$ cat config.mk
export PLATFORM = sky130hd
export DESIGN_NAME = argmax_classifier_flat
export DESIGN_NICKNAME = d
export VERILOG_FILES = /design/src/rtl/argmax_classifier_if.sv /design/src/rtl/argmax_classifier.sv /design/src/flat_wrapper.sv
export SDC_FILE = /design/constraint.sdc
export NUM_CORES = 1
export LEC_CHECK = 0
export CORE_AREA = 2 2 154 269
export DETAILED_ROUTE_END_ITERATION = 10
export DIE_AREA = 0 0 156 271
export GPL_ROUTABILITY_DRIVEN = 0
export GPL_TIMING_DRIVEN = 1
export PLACE_DENSITY_LB_ADDON = 0.2
export SETUP_SLACK_MARGIN = 0.2
export SLEW_MARGIN = 10
export SYNTH_ARGS = -nofsm -noshare
export SYNTH_HDL_FRONTEND = slang
export SYNTH_SLANG_ARGS = --single-unit
$ cat constraint.sdc
create_clock -name clk_i -period 30.2 [get_ports clk_i]
set_input_delay 6.04 -clock clk_i [delete_from_list [all_inputs] [get_ports clk_i]]
set_output_delay 6.04 -clock clk_i [all_outputs]
set_load 0.005 [all_outputs]
$ cat src/rtl/argmax_classifier_if.sv
// Handshake bundle between layer 5, the argmax classifier and the result consumer.
// The slave side is the classifier; the master side is whoever drives frames and accepts results.
interface argmax_classifier_if #(
    parameter int NUM_CLASS = 10,
    parameter int DW        = 32,
    parameter int CW        = 4
);
    logic                      valid_i;
    logic [NUM_CLASS*DW-1:0]   logits_i;
    logic                      busy_o;
    logic                      valid_o;
    logic                      ready_i;
    logic [CW-1:0]             class_o;
    logic [DW-1:0]             max_o;
    logic [15:0]               img_cnt_o;
    logic                      drop_o;

    modport master (
        output valid_i, logits_i, ready_i,
        input  busy_o, valid_o, class_o, max_o, img_cnt_o, drop_o
    );

    modport slave (
        input  valid_i, logits_i, ready_i,
        output busy_o, valid_o, class_o, max_o, img_cnt_o, drop_o
    );
endinterface

$ cat src/rtl/argmax_classifier.sv
// Final MNIST stage: captures one frame of signed logits, scans them one per cycle for the
// largest value (lowest index wins ties) and offers the winning class on a valid/ready port.
module argmax_classifier #(
    parameter int NUM_CLASS = 10,
    parameter int DW        = 32,
    parameter int CW        = 4
) (
    input  logic               clk_i,
    input  logic               rst_i,
    argmax_classifier_if.slave bus
);
    typedef enum logic [1:0] {IDLE, SCAN, DONE} state_t;

    state_t                         state_reg, state_next;
    logic [NUM_CLASS-1:0][DW-1:0]   frame_reg;
    logic signed [DW-1:0]           best_val_reg, best_val_next;
    logic [CW-1:0]                  best_idx_reg, best_idx_next;
    logic [CW-1:0]                  idx_reg, idx_next;
    logic                           valid_reg, valid_next;
    logic                           busy_reg;
    logic                           drop_reg, drop_next;
    logic [15:0]                    img_cnt_reg, img_cnt_next;
    logic                           capture;
    logic                           handshake;

    assign handshake = valid_reg & bus.ready_i;

    always_comb begin
        state_next    = state_reg;
        best_val_next = best_val_reg;
        best_idx_next = best_idx_reg;
        idx_next      = idx_reg;
        valid_next    = 1'b0;
        drop_next     = drop_reg;
        img_cnt_next  = img_cnt_reg;
        capture       = 1'b0;

        case (state_reg)
            IDLE: begin
                if (bus.valid_i) begin
                    capture = 1'b1;
                end
            end
            SCAN: begin
                if ($signed(frame_reg[idx_reg]) > best_val_reg) begin
                    best_val_next = $signed(frame_reg[idx_reg]);
                    best_idx_next = idx_reg;
                end
                idx_next = idx_reg + CW'(1);
                if (idx_reg == CW'(NUM_CLASS - 1)) begin
                    state_next = DONE;
                end
                if (bus.valid_i) begin
                    drop_next = 1'b1;
                end
            end
            DONE: begin
                // valid_o trails the state by one cycle, so the result is offered
                // until the cycle in which the consumer takes it.
                if (handshake) begin
                    img_cnt_next = img_cnt_reg + 16'd1;
                    state_next   = IDLE;
                    if (bus.valid_i) begin
                        capture = 1'b1;
                    end
                end else begin
                    valid_next = 1'b1;
                    if (bus.valid_i) begin
                        drop_next = 1'b1;
                    end
                end
            end
            default: begin
                state_next = IDLE;
            end
        endcase

        if (capture) begin
            state_next    = SCAN;
            best_val_next = $signed(bus.logits_i[DW-1:0]);
            best_idx_next = '0;
            idx_next      = CW'(1);
        end
    end

    always_ff @(posedge clk_i or posedge rst_i) begin
        if (rst_i) begin
            state_reg    <= IDLE;
            frame_reg    <= '0;
            best_val_reg <= '0;
            best_idx_reg <= '0;
            idx_reg      <= '0;
            valid_reg    <= 1'b0;
            busy_reg     <= 1'b0;
            drop_reg     <= 1'b0;
            img_cnt_reg  <= '0;
        end else begin
            state_reg    <= state_next;
            best_val_reg <= best_val_next;
            best_idx_reg <= best_idx_next;
            idx_reg      <= idx_next;
            valid_reg    <= valid_next;
            busy_reg     <= (state_reg != IDLE);
            drop_reg     <= drop_next;
            img_cnt_reg  <= img_cnt_next;
            if (capture) begin
                frame_reg <= bus.logits_i;
            end
        end
    end

    assign bus.valid_o   = valid_reg;
    assign bus.busy_o    = busy_reg;
    assign bus.class_o   = best_idx_reg;
    assign bus.max_o     = best_val_reg;
    assign bus.img_cnt_o = img_cnt_reg;
    assign bus.drop_o    = drop_reg;
endmodule

$ cat src/flat_wrapper.sv
// flat-port wrapper written by rule: the top's interface ports become plain ports
module argmax_classifier_flat 
#(
    parameter int NUM_CLASS = 10,
    parameter int DW        = 32,
    parameter int CW        = 4
)
  (clk_i, rst_i, bus_valid_i, bus_logits_i, bus_ready_i, bus_busy_o, bus_valid_o, bus_class_o, bus_max_o, bus_img_cnt_o, bus_drop_o);
  argmax_classifier_if #(.NUM_CLASS(NUM_CLASS), .DW(DW), .CW(CW)) bus_i ();
  input  logic clk_i;
  input  logic rst_i;
  input wire logic [$bits(bus_i.valid_i)-1:0] bus_valid_i;
  input wire logic [$bits(bus_i.logits_i)-1:0] bus_logits_i;
  input wire logic [$bits(bus_i.ready_i)-1:0] bus_ready_i;
  output wire logic [$bits(bus_i.busy_o)-1:0] bus_busy_o;
  output wire logic [$bits(bus_i.valid_o)-1:0] bus_valid_o;
  output wire logic [$bits(bus_i.class_o)-1:0] bus_class_o;
  output wire logic [$bits(bus_i.max_o)-1:0] bus_max_o;
  output wire logic [$bits(bus_i.img_cnt_o)-1:0] bus_img_cnt_o;
  output wire logic [$bits(bus_i.drop_o)-1:0] bus_drop_o;
  assign bus_i.valid_i = bus_valid_i;
  assign bus_i.logits_i = bus_logits_i;
  assign bus_i.ready_i = bus_ready_i;
  assign bus_busy_o = bus_i.busy_o;
  assign bus_valid_o = bus_i.valid_o;
  assign bus_class_o = bus_i.class_o;
  assign bus_max_o = bus_i.max_o;
  assign bus_img_cnt_o = bus_i.img_cnt_o;
  assign bus_drop_o = bus_i.drop_o;
  argmax_classifier #(.NUM_CLASS(NUM_CLASS), .DW(DW), .CW(CW)) u_core (.clk_i(clk_i), .rst_i(rst_i), .bus(bus_i));
endmodule
==> metrics <==
clock group share of total power=0.194; largest net degree at the start of global routing=112; Final Slew Violations=0; LEAKAGE=11.34 nW; final-report hold violation count=0; via count=14430; clock sinks=381; Switching Fraction=0.3759; fin util=0.5828; first-pass GRT wire length=80870 um; flops & latches, synth=381; top cells by area, synth=dfrtp_1 53%, nand2_1 21%, mux4_2 8.1%; Setup Fix Bufs, Post-CTS=0; PD cells=109.0 nW/um2; DR iter-0 viols=873; wire per inst=18.80 um; Logic pwr share=0.452; Clock transition at path regs=0.06 ns; CTS tree=done; crit end category=flop; Syn Std Cell Area=17900 um2; max-cap viol count=0; Layout area overhead=29.98%; slowest stage delay, CP=0.92 ns; Nets=2590; mean post-synth cell area=9.350 um2; Hold Slack=0.4652 ns; Yosys cell types=42; Critical-path top delay cell=buf_4; Arr. time, crit path=9.57 ns; EDFF count, synth=0; DRC=0; Top FF cell, synth=dfrtp_1; dpl ws=20.62 ns; Pre-Repair DR Iteration Count=7; most instantiated cells after synthesis=1015 x nand2_1, 381 x dfrtp_1, 90 x clkbuf_1; CTS buffer count=39; total grt overflow=0; period utilization=0.3016; setup tns final=0 ns; crit path launch type=primary input; fin area=23270 um2; Final setup viols=0; Final ANT Viol Nets=0; total die area=42280 um2; Sw Pwr=0.9540 mW; Synth Instances=1915; I/O pin count=379; GRT Util Overall=0.2465; Die Height=271 um; count of input and output buffers=378; worst hold-check path type=reg2reg; Slew headroom=0.2309; status=completed; hold_buf cts=0; setup ws final=21.09 ns; CP max FO=111; number of global-route vias before repair=14880; Syn Nets=2274; highest clock rate=109.8 MHz; DRT Wirelength=51840 um; clk_lat worst skew=0.53 ns; H-tree levels=2; Setup CP Type=in2reg; WP buf/inv=4; Root Buffer Master=clkbuf_16; most numerous cell in the Yosys netlist=nand2_1; area of placed instances=21970 um2; share of the synthesized area in the top cell type=0.5325; Seq/Total Area, Yosys=0.5325; fraction of layout cells with a size suffix above 1=0.08152; number of gates resized after cts=0; Core ar.=39930 um2; post-route clock skew=0.01432 ns; die width=156 um; antenna violations before repair=6; HPWL after DPL=36250 um; Initial Utilization=0.4484; Most Frequent Cell on Critical Path=buf_4; slew at the pin closest to its max-slew limit=1.154 ns; Pint=1.584 mW; yosys warns=0; area leader, netlist=dfrtp_1; worst vdd ir=0.00008150 V; Synth async-reset ratio=1.000; Crit path required time=30.66 ns; clock period minus worst slack=9.110 ns; row cnt=97; max reg flops=320; Max Root-Sink Buffers=3; Via-to-Cell Ratio=5.232; RSZ-0062 raised after global routing=no; Critical Path, Cell by Cell=clkdlybuf4s50_1 -> nand2_1 -> nand2_1 -> nand3b_1 -> buf_4 -> buf_4 -> buf_4 -> o221a_1; CP delay by family, top=buffers and inverters; Reg power frac=0.354
## power by group through the flow
stage	Clock [mW]	Combinational, mW	Sequential, mW
global placement	0	1.13	0.889
CTS	0.502	1.16	0.897
detailed placement	0	1.15	0.904
global route	0.523	1.28	0.926
floorplan	0	0.856	0.844
finish	0.492	1.15	0.898
## worst reg2reg max path: stages (launching register included)
cell and delay (ns):
dfrtp_4 0.64, buf_4 0.47, nor2_4 1.00, a221oi_1 0.19, a21oi_1 0.33, ha_1 0.35, and4_4 0.23, and3_1 0.16
a311o_1 0.27, or3_4 0.34, a31oi_4 0.18, or2_2 0.63, o221a_1 0.34
## cells in the final DEF (no fill, tap or decap), types with 11 or more instances in the layout
cell type           n
a221oi_1           32
nand2_1          1015
nand2b_1           33
ha_1               35
a21oi_1            43
o221a_1            30
mux4_2             64
dfrtp_1           378
clkdlybuf4s50_1   378
inv_1              33
mux2_2             33
clkbuf_1           11
clkbuf_16          41
xnor2_1            11
buf_4              17
## metrics by stage
stage | power, mW | cells
5_1_grt | 2.727 | 2758
3_5_place_dp | 2.059 | 2685
3_3_place_gp | 2.018 | 2685
6_report | 2.538 | 2758
4_1_cts | 2.562 | 2752
2_1_floorplan | 1.700 | 1915
## path summary, 6_finish.rpt
kind | endpoint | startpoint | cells past startpoint | slack, ns
max | u_core.bus.max_o[6] | bus_ready_i | 8 | 21.09
min | u_core.bus.img_cnt_o[15] | u_core.bus.img_cnt_o[15] | 1 | 0.47
max reg2reg | u_core.bus.max_o[17] | u_core.idx_reg[1] | 12 | 24.99
min reg2reg | u_core.bus.img_cnt_o[15] | u_core.bus.img_cnt_o[15] | 1 | 0.47
max in group asynchronous | u_core.idx_reg[1] | rst_i | 4 | 21.79
min in group asynchronous | u_core.frame_reg[144] | rst_i | 2 | 6.03
## kinds of logic (layout without fill, tap and decap cells)
logic type,count (synthesis),in the layout,share of synthesized area
XOR/XNOR,17,17,0.008316
buffers and inverters,155,497,0.03501
other,0,6,0
AO/OA/AOI/OAI,133,133,0.05835
multiplexers,97,97,0.1013
flip-flops,381,381,0.5325
AND/OR/NAND/NOR,1097,1097,0.2401
adder cells (fa/ha/maj),35,35,0.02446
## layer usage
metal / vias up / track usage / routed length (um)
li1: 6873 / - / -
met1: 6985 / 0.3075 / 20600
met2: 464 / 0.4141 / 26080
met3: 107 / 0.04501 / 3000
met4: 0 / 0.1152 / 2160
met5: - / 0 / 0
## final cells by class
| type | instances | area, um2 |
|---|---|---|
| inverters | 35 | 138.9 |
| clock inverters | 7 | 112.6 |
| well taps | 495 | 619.3 |
| clock buffers | 60 | 1177 |
| repair buffers | 395 | 3911 |
| flip-flops and latches | 381 | 9543 |
| diodes | 6 | 15.01 |
| multi-input cells | 1379 | 7755 |
| fillers | 3520 | 16660 |
Note: power is estimated with default switching activity, not from simulation.
